[config.mk]
export PLATFORM = sky130hd
export DESIGN_NAME = uart_tx_fifo_cfg
export DESIGN_NICKNAME = d
export VERILOG_FILES = /design/src/rtl/uart_tx_fifo_cfg.sv
export SDC_FILE = /design/constraint.sdc
export NUM_CORES = 1
export LEC_CHECK = 0
export ABC_AREA = 1
export CORE_MARGIN = 2
export CORE_UTILIZATION = 52
export DETAILED_ROUTE_END_ITERATION = 8
export PLACE_DENSITY_LB_ADDON = 0.25
export SYNTH_ARGS = -nofsm -noshare
export SYNTH_HDL_FRONTEND = slang
export SYNTH_SLANG_ARGS = --single-unit
[constraint.sdc]
create_clock -name i_Clock -period 2.1 [get_ports i_Clock]
set_input_delay 0.315 -clock i_Clock [delete_from_list [all_inputs] [get_ports i_Clock]]
set_output_delay 0.315 -clock i_Clock [all_outputs]
set_load 0.005 [all_outputs]
[src/rtl/uart_tx_fifo_cfg.sv]
// UART transmitter with input FIFO, DATA_W-bit LSB-first frames and 1/2 stop bits.
// Define UART_TX_PARITY_EN to add the i_parity_mode port and the parity bit.
module uart_tx_fifo_cfg #(
  parameter int DATA_W       = 8,
  parameter int TICK_PER_BIT = 16,
  parameter int FIFO_DEPTH   = 4
) (
  input  logic                          i_Clock,
  input  logic                          i_reset,
  input  logic                          i_enable,
  input  logic                          i_tick,
  input  logic                          i_valid,
  input  logic [DATA_W-1:0]             i_data,
  output logic                          o_ready,
  input  logic                          i_stop2,
`ifdef UART_TX_PARITY_EN
  input  logic [1:0]                    i_parity_mode,
`endif
  output logic                          o_TX,
  output logic                          o_TX_Active,
  output logic                          o_TX_Done,
  output logic [$clog2(FIFO_DEPTH):0]   o_fifo_count
);

  localparam int PW = $clog2(FIFO_DEPTH);
  localparam int CW = PW + 1;
  localparam int TW = $clog2(TICK_PER_BIT);
  localparam int BW = $clog2(DATA_W);
  localparam logic [TW-1:0] TICK_LAST = TW'(TICK_PER_BIT - 1);
  localparam logic [BW-1:0] BIT_LAST  = BW'(DATA_W - 1);

  typedef enum logic [2:0] {
    S_IDLE   = 3'd0,
    S_START  = 3'd1,
    S_DATA   = 3'd2,
`ifdef UART_TX_PARITY_EN
    S_PARITY = 3'd3,
`endif
    S_STOP   = 3'd4
  } state_t;

  logic [DATA_W-1:0] mem_q [FIFO_DEPTH];
  logic [PW-1:0]     wr_ptr_q, rd_ptr_q;
  logic [CW-1:0]     count_q;
  logic              push, pop;

  state_t            state_q, state_d;
  logic [TW-1:0]     tick_q, tick_d;
  logic [BW-1:0]     bit_q, bit_d;
  logic              stop2_q, stop2_d;
  logic              tx_q, tx_d;
  logic              active_q, active_d;
  logic              done_q, done_d;
  logic [DATA_W-1:0] shreg_q, shreg_d;
  logic              bit_end;
`ifdef UART_TX_PARITY_EN
  logic              par_en_q, par_en_d;
  logic              par_bit_q, par_bit_d;
`endif

  // Full is judged on the registered count, so a same-cycle pop never frees a slot early.
  assign o_ready = (count_q != CW'(FIFO_DEPTH));
  assign push    = i_valid && o_ready;
  assign bit_end = i_tick && (tick_q == TICK_LAST);

  always_ff @(posedge i_Clock or negedge i_reset) begin
    if (!i_reset) begin
      wr_ptr_q <= '0;
      rd_ptr_q <= '0;
      count_q  <= '0;
    end else begin
      if (push) wr_ptr_q <= wr_ptr_q + 1'b1;
      if (pop)  rd_ptr_q <= rd_ptr_q + 1'b1;
      count_q <= count_q + CW'(push) - CW'(pop);
    end
  end

  always_ff @(posedge i_Clock) begin
    if (push) mem_q[wr_ptr_q] <= i_data;
    shreg_q <= shreg_d;
  end

  always_ff @(posedge i_Clock or negedge i_reset) begin
    if (!i_reset) begin
      state_q   <= S_IDLE;
      tick_q    <= '0;
      bit_q     <= '0;
      stop2_q   <= 1'b0;
      tx_q      <= 1'b1;
      active_q  <= 1'b0;
      done_q    <= 1'b0;
`ifdef UART_TX_PARITY_EN
      par_en_q  <= 1'b0;
      par_bit_q <= 1'b0;
`endif
    end else begin
      state_q   <= state_d;
      tick_q    <= tick_d;
      bit_q     <= bit_d;
      stop2_q   <= stop2_d;
      tx_q      <= tx_d;
      active_q  <= active_d;
      done_q    <= done_d;
`ifdef UART_TX_PARITY_EN
      par_en_q  <= par_en_d;
      par_bit_q <= par_bit_d;
`endif
    end
  end

  always_comb begin
    state_d   = state_q;
    tick_d    = tick_q;
    bit_d     = bit_q;
    stop2_d   = stop2_q;
    tx_d      = tx_q;
    active_d  = active_q;
    done_d    = 1'b0;
    shreg_d   = shreg_q;
    pop       = 1'b0;
`ifdef UART_TX_PARITY_EN
    par_en_d  = par_en_q;
    par_bit_d = par_bit_q;
`endif
    if (i_enable) begin
      if (state_q != S_IDLE && i_tick) tick_d = bit_end ? '0 : tick_q + 1'b1;
      case (state_q)
        S_IDLE: begin
          tx_d = 1'b1;
          if (count_q != '0) begin
            pop      = 1'b1;
            shreg_d  = mem_q[rd_ptr_q];
            stop2_d  = i_stop2;
`ifdef UART_TX_PARITY_EN
            par_en_d  = (i_parity_mode == 2'b01) || (i_parity_mode == 2'b10);
            par_bit_d = (^mem_q[rd_ptr_q]) ^ (i_parity_mode == 2'b10);
`endif
            tx_d     = 1'b0;
            active_d = 1'b1;
            tick_d   = '0;
            state_d  = S_START;
          end
        end
        S_START: if (bit_end) begin
          state_d = S_DATA;
          bit_d   = '0;
          tx_d    = shreg_q[0];
        end
        S_DATA: if (bit_end) begin
          if (bit_q == BIT_LAST) begin
`ifdef UART_TX_PARITY_EN
            if (par_en_q) begin
              state_d = S_PARITY;
              tx_d    = par_bit_q;
            end else
`endif
            begin
              state_d = S_STOP;
              tx_d    = 1'b1;
              bit_d   = '0;
            end
          end else begin
            bit_d   = bit_q + 1'b1;
            shreg_d = shreg_q >> 1;
            tx_d    = shreg_q[1];
          end
        end
`ifdef UART_TX_PARITY_EN
        S_PARITY: if (bit_end) begin
          state_d = S_STOP;
          tx_d    = 1'b1;
          bit_d   = '0;
        end
`endif
        S_STOP: if (bit_end) begin
          if (stop2_q && bit_q == '0) begin
            bit_d = BW'(1);
          end else begin
            done_d   = 1'b1;
            active_d = 1'b0;
            state_d  = S_IDLE;
          end
        end
        default: begin
          state_d  = S_IDLE;
          tx_d     = 1'b1;
          active_d = 1'b0;
          tick_d   = '0;
        end
      endcase
    end
  end

  always_comb begin
    o_TX         = tx_q;
    o_TX_Active  = active_q;
    o_TX_Done    = done_q && i_enable;
    o_fifo_count = count_q;
  end

endmodule

=== Yosys cells after proc, flatten, opt, wreduce, memory -nomap -nowiden ===
Memory sizes are Yosys's and may differ from the RTL's.
Index checks and enable logic that the tools add are counted.

* Word-level logic and storage cells: 92
* RAM bits: 32
* Input port bits: 14
* ROM bits: 0
* Output and inout port bits: 7
* Register bits after elaboration: 29
* Memories kept: 1
* Latch bits: 0

{| class="wikitable"
|+ Memories
! memory !! words !! bits a word !! read ports !! clocked after Yosys merged registers in !! wr ports !! RTL line !! RTL
|-
| mem_q || 4 || 8 || 1 || 0 || 1 || 42 || <nowiki>logic [DATA_W-1:0] mem_q [FIFO_DEPTH];</nowiki>
|}

* Muxes and demuxes: 39
* Add/sub/neg operators: 6
* Divide/modulo/power cells: 0
* Bitwise operators: 2
* Shift operators: 0
* Eq/ne operators: 14
* Reduce and logical (&&, ||, !) cells: 19
* $mul: 0
* Magnitude comparators: 0

{| class="wikitable"
|+ Operators with widths
! operator !! number
|-
| $mux W3 || 11
|-
| $mux W8 || 3
|-
| $mux W1 || 16
|-
| $ne A2 B2 Y1 const B || 8
|-
| $pmux W8 S2 || 1
|-
| $mux W4 || 3
|-
| $pmux W3 S4 || 1
|-
| $reduce_and A5 Y1 || 2
|-
| $pmux W3 S3 || 1
|-
| $reduce_bool A3 Y1 || 3
|-
| $pmux W4 S2 || 1
|-
| $reduce_and A7 Y1 || 1
|-
| $eq A3 B3 Y1 const B || 2
|-
| $logic_not A3 Y1 || 2
|-
| $reduce_and A6 Y1 || 1
|-
| $logic_and A1 B1 Y1 || 5
|-
| $add A2 B1 Y2 const B || 2
|-
| $add A4 B1 Y4 const B || 1
|-
| $eq A4 B4 Y1 const B || 1
|-
| $pmux W1 S4 || 1
|-
| $reduce_and A4 Y1 || 1
|-
| $add A3 B1 Y3 || 1
|-
| $add A3 B1 Y3 const B || 1
|-
| $eq A3 B1 Y1 const B || 1
|-
| other kinds (9) || 10
|}

=== Logic depth before layout (Yosys ltp) ===
* Depth in word-level cells: 6
* Mapped depth: 13
* Mapped depth without buffers: 12

=== Worst setup path before layout ===
No wires, ideal clock.

* Path type: reg2reg
* Start: reg state_q[1]
* End: reg count_q[2], in the netlist o_fifo_count[2]
* Cell stages (with the launch flop): 14
* Setup time: 0.129 ns
* Data arrival time: 1.997 ns
* Period minus slack after synthesis: 2.126 ns
* Buffers on the path: 1
* Required time: 1.971 ns
* Setup slack: -0.026 ns
* Path through: dfrtp_1 -> buf_4 -> nor2_4 -> nand2_4 -> inv_2 -> nand3_2 -> inv_1 -> ha_1 -> inv_1 -> ha_1 -> inv_1 -> fa_1 -> xnor2_1 -> xor2_1

* Cells in the longest elaborated chain, start to end: 4

{| class="wikitable"
|+ Ends and longest elaborated chain
! what !! RTL line !! RTL
|-
| start, declared || 47 || <nowiki>state_t state_q, state_d;</nowiki>
|-
| start signal, assigned || 97 || <nowiki>state_q <= state_d;</nowiki>
|-
| $logic_not A3 Y1 || 127 || <nowiki>case (state_q)</nowiki>
|-
| $mux W1 || 127 ||
|-
| $mux W1 || 125 || <nowiki>if (i_enable) begin</nowiki>
|-
| net pop || 45 || <nowiki>logic push, pop;</nowiki>
|-
| $sub A3 B1 Y3 || 74 || <nowiki>count_q <= count_q + CW'(push) - CW'(pop);</nowiki>
|-
| end signal, assigned || 74 ||
|-
| end, declared || 44 || <nowiki>logic [CW-1:0] count_q;</nowiki>
|}

The timed path passes the listed nets, and every way through them passes these cells.
A chain may end at the register's enable or synchronous reset.

=== Worst setup path in the final report ===
Same ends and word-level chain as after synthesis.

==> flow_summary.yaml <==
timing:
  total_setup_violations_reported_at_the_end_of_the_flow: 0
  unrepaired_setup_endpoints_after_global_routing: "true"
  relSlewSlack_pct: 72.80
  fmaxAchievable_mhz: 484.5
  timing.final.crit_period_ps: 2064
  timing.final.max_slew_violations: 0
  worst_pin_slew_ps: 406.8
  timing_hold_violations_final: 0
  layout_skew_ps: 10.08
  fin_crit_sh_pct: 98.29
  aggregate_negative_setup_slack_ps: 0
synth:
  post_synthesis_net_count: 320
  ys_seq_elements: 61
  synth_sequential_area_ratio_pct: 59.30
  cell_type_with_the_largest_total_area_after_synthesis: "edfxtp_1"
  ys.warnings.count: 0
  mappedNetlistArea_um2: 2914
  synthCells: 295
  synth_top_area_share_pct: 41.22
  synth_cell_type_count: 29
  post_synth.cell_area_avg_um2: 9.878
  netlist_top_cells_area: "edfxtp_1 (41%), dfrtp_1 (17%), nand2_1 (7.2%)"
clocking:
  cts_made_buffers: 9
  cts_sinks: 61
  clock_tree_from_tritoncts: "done"
  clock_path_buffers: 2
  clk_root_buffer_cell: "clkbuf_8"
  clock_latency_ps: 350
  cts_max_level: 3
  clkTransAtPathRegs_ps: 70
drt:
  final_antenna_net_count: 0
  drtIter0Drc: 93
  drt_pass1_iterations: 4
  avgRoutedWirePerCell_um: 13.46
  finalWirelength_mm: 5.611
  count_of_vias_placed_by_the_detailed_router: 2071
  drcViolationCount: 0
  detailed_route_vias_per_instance: 4.966
place:
  placedCellCount: 398
  dp_hpwl_mm: 4.034
  placement.io_buffers: 20
  gpl.final_weighted_congestion: 0.8541
power:
  power-per-cell-area_nw_per_um2: 1428
  p_total_mw: 5.161
  power_leakage_nw: 1.553
  peakVddDrop_mv: 0.8888
global_routing:
  number_of_global_route_vias_before_repair: 2096
  grtUsageTotal_pct: 20.14
  global_route.usage.met2_pct: 33.68
  gr-usage-met1_pct: 24.58
  grt.overflow.total: 0
  grt_pass1_wl_mm: 9.335
  global_route.peak_usage_layer: "met2"
  grt_antenna_before_repair: 0
  met3_use_gr_pct: 6.023
  grt_start_max_net_pins: 18
setup_path:
  reg2reg_depth: 12
  rrSetupSlack_ps: 40
  startpoint_type: "flop"
  crit_start: "state_q[1]"
  reg2reg_launch_point: "state_q[1]"
  crit_path_max_fanout: 3
  end_kind: "flop"
  cp_data_required_time_ps: 2330
  category_of_the_critical_setup_timing_path: "flop to flop"
  critPathArrivalTime_ps: 2300
  worst_r2r_endpoint: "o_fifo_count[2]"
finish:
  flow.area_growth_from_synthesis_pct: 24.04
  final_layout_size_suffix_gt1_share_pct: 20.58
  number_of_nets_in_the_layout: 365
  fillCellCount: 449
  antenna-diode-count: 0
  finish.cell_count_without_fillers: 417
die:
  floorplan.initialDensity_pct: 53.25
  vertical_extent_of_the_die_um: 78.86
  die_x_um: 78.86
  core_area_um2: 5473
  std_cell_rows: 27
  io-pin-count: 21
  overall_die_area_um2: 6219
hold_path:
  worstHoldPathType: "input pin to asynchronous set/reset pin"
job:
  max_cap_viol_count: 0
outcome:
  outcome: "finished, final reports clean"
[cell families (layout without fill, tap and decap cells)]
kind of cell / Yosys count / in the layout / share of synthesized area [%]
buffers and inverters: 40 / 90 / 5.582
adders and majority gates: 11 / 11 / 4.981
and+or+nand+nor: 144 / 144 / 22.54
AOI/OAI and AO/OA: 35 / 35 / 6.398
DFF: 61 / 61 / 59.30
xor gates and xnor gates: 4 / 4 / 1.202
[cell type report]
| type | instances | area (um^2) | share of cell area, % |
|---|---|---|---|
| Clock inverter | 7 | 122.6 | 3.392 |
| Inverter | 33 | 126.4 | 3.496 |
| Sequential cell | 61 | 1728 | 47.80 |
| Clock buffer | 9 | 123.9 | 3.427 |
| Timing Repair Buffer | 41 | 357.8 | 9.900 |
| Tap cell | 72 | 90.09 | 2.492 |
| Multi-Input combinational cell | 194 | 1066 | 29.49 |
[cells in the mapped netlist, drive strengths merged]
| master | instances |
|---|---|
| nor3 | 2 |
| xnor2 | 1 |
| dfrtp | 20 |
| a21oi | 6 |
| dfstp | 1 |
| o21ai | 21 |
| buf | 6 |
| o22ai | 1 |
| a31oi | 6 |
| fa | 1 |
| nor2 | 60 |
| clkbuf | 1 |
| nand4 | 3 |
| nand3 | 11 |
| a211oi | 1 |
| nand3b | 2 |
| inv | 33 |
| nand2 | 65 |
| ha | 10 |
| or2 | 1 |
| edfxtp | 40 |
| xor2 | 3 |
[where the power goes]
group | internal, mW | leakage [nW] | total (mW) | switching, mW
registers | 1.71 | 0.631 | 1.89 | 0.178
clock network | 0.793 | 0.116 | 1.27 | 0.475
logic | 0.842 | 0.806 | 2.00 | 1.16
[cells in the final DEF (no fill, tap or decap), drive strengths merged, types with 2 or more instances in the layout]
cell type / count
bufinv: 3
clkbuf: 9
a21oi: 6
ha: 10
buf: 21
nand3b: 2
edfxtp: 40
a31oi: 6
o21ai: 21
xor2: 3
nor2: 60
nand4: 3
nand3: 11
clkdlybuf4s50: 20
inv: 34
clkinvlp: 2
nand2: 65
dfrtp: 20
nor3: 2
[routing by layer]
metal | vias to the layer above | wire length, um
li1 | 1057 | -
met1 | 969 | 2531
met2 | 38 | 2754
met3 | 7 | 243
met4 | 0 | 82
met5 | - | 0
[per-stage QoR]
stage / setup WS, ps / hold slack [ps] / util, % / cell area (um^2)
CTS: 21.76 / 255.9 / 64.95 / 3555
global route: -61.91 / 262.1 / 66.05 / 3615
finish: 35.82 / 260.0 / 66.05 / 3615
floorplan: 10.09 / 19.41 / - / 2922
global placement: -118.7 / 468.2 / 60.45 / 3308
detailed placement: -192.3 / 480.1 / 60.45 / 3308
[flip-flops by register name, indices dropped and copies added, names as in the netlist]
name,flops
mem_q,32
shreg_q,8
tick_q,4
bit_q,3
o_fifo_count,3
state_q,3
rd_ptr_q,2
wr_ptr_q,2
done_q,1
o_TX,1
o_TX_Active,1
stop2_q,1
[critical path: stages, from the launching register on]
cell and delay, ps:
dfrtp_1 410, nor2_4 140, nand2_4 70, inv_4 70, nand3_4 70, inv_2 80, ha_4 190, inv_2 60
ha_4 120, inv_2 40, fa_2 390, xnor2_2 150, xor2_1 160
[repair_timing]
item                                    CTS  global route
gates resized for setup                   0             8
endpoints found under the setup margin    0             1
buffers inserted                          0             3
hold buffers                              0             0
[how the worst max path moves through the flow]
stage                 endpoint
2_1_floorplan  o_fifo_count[2]
3_3_place_gp   o_fifo_count[2]
3_5_place_dp   o_fifo_count[2]
4_1_cts        o_fifo_count[2]
5_1_grt        o_fifo_count[2]
6_report       o_fifo_count[2]
No activity file was read; power rests on OpenSTA's default activity.
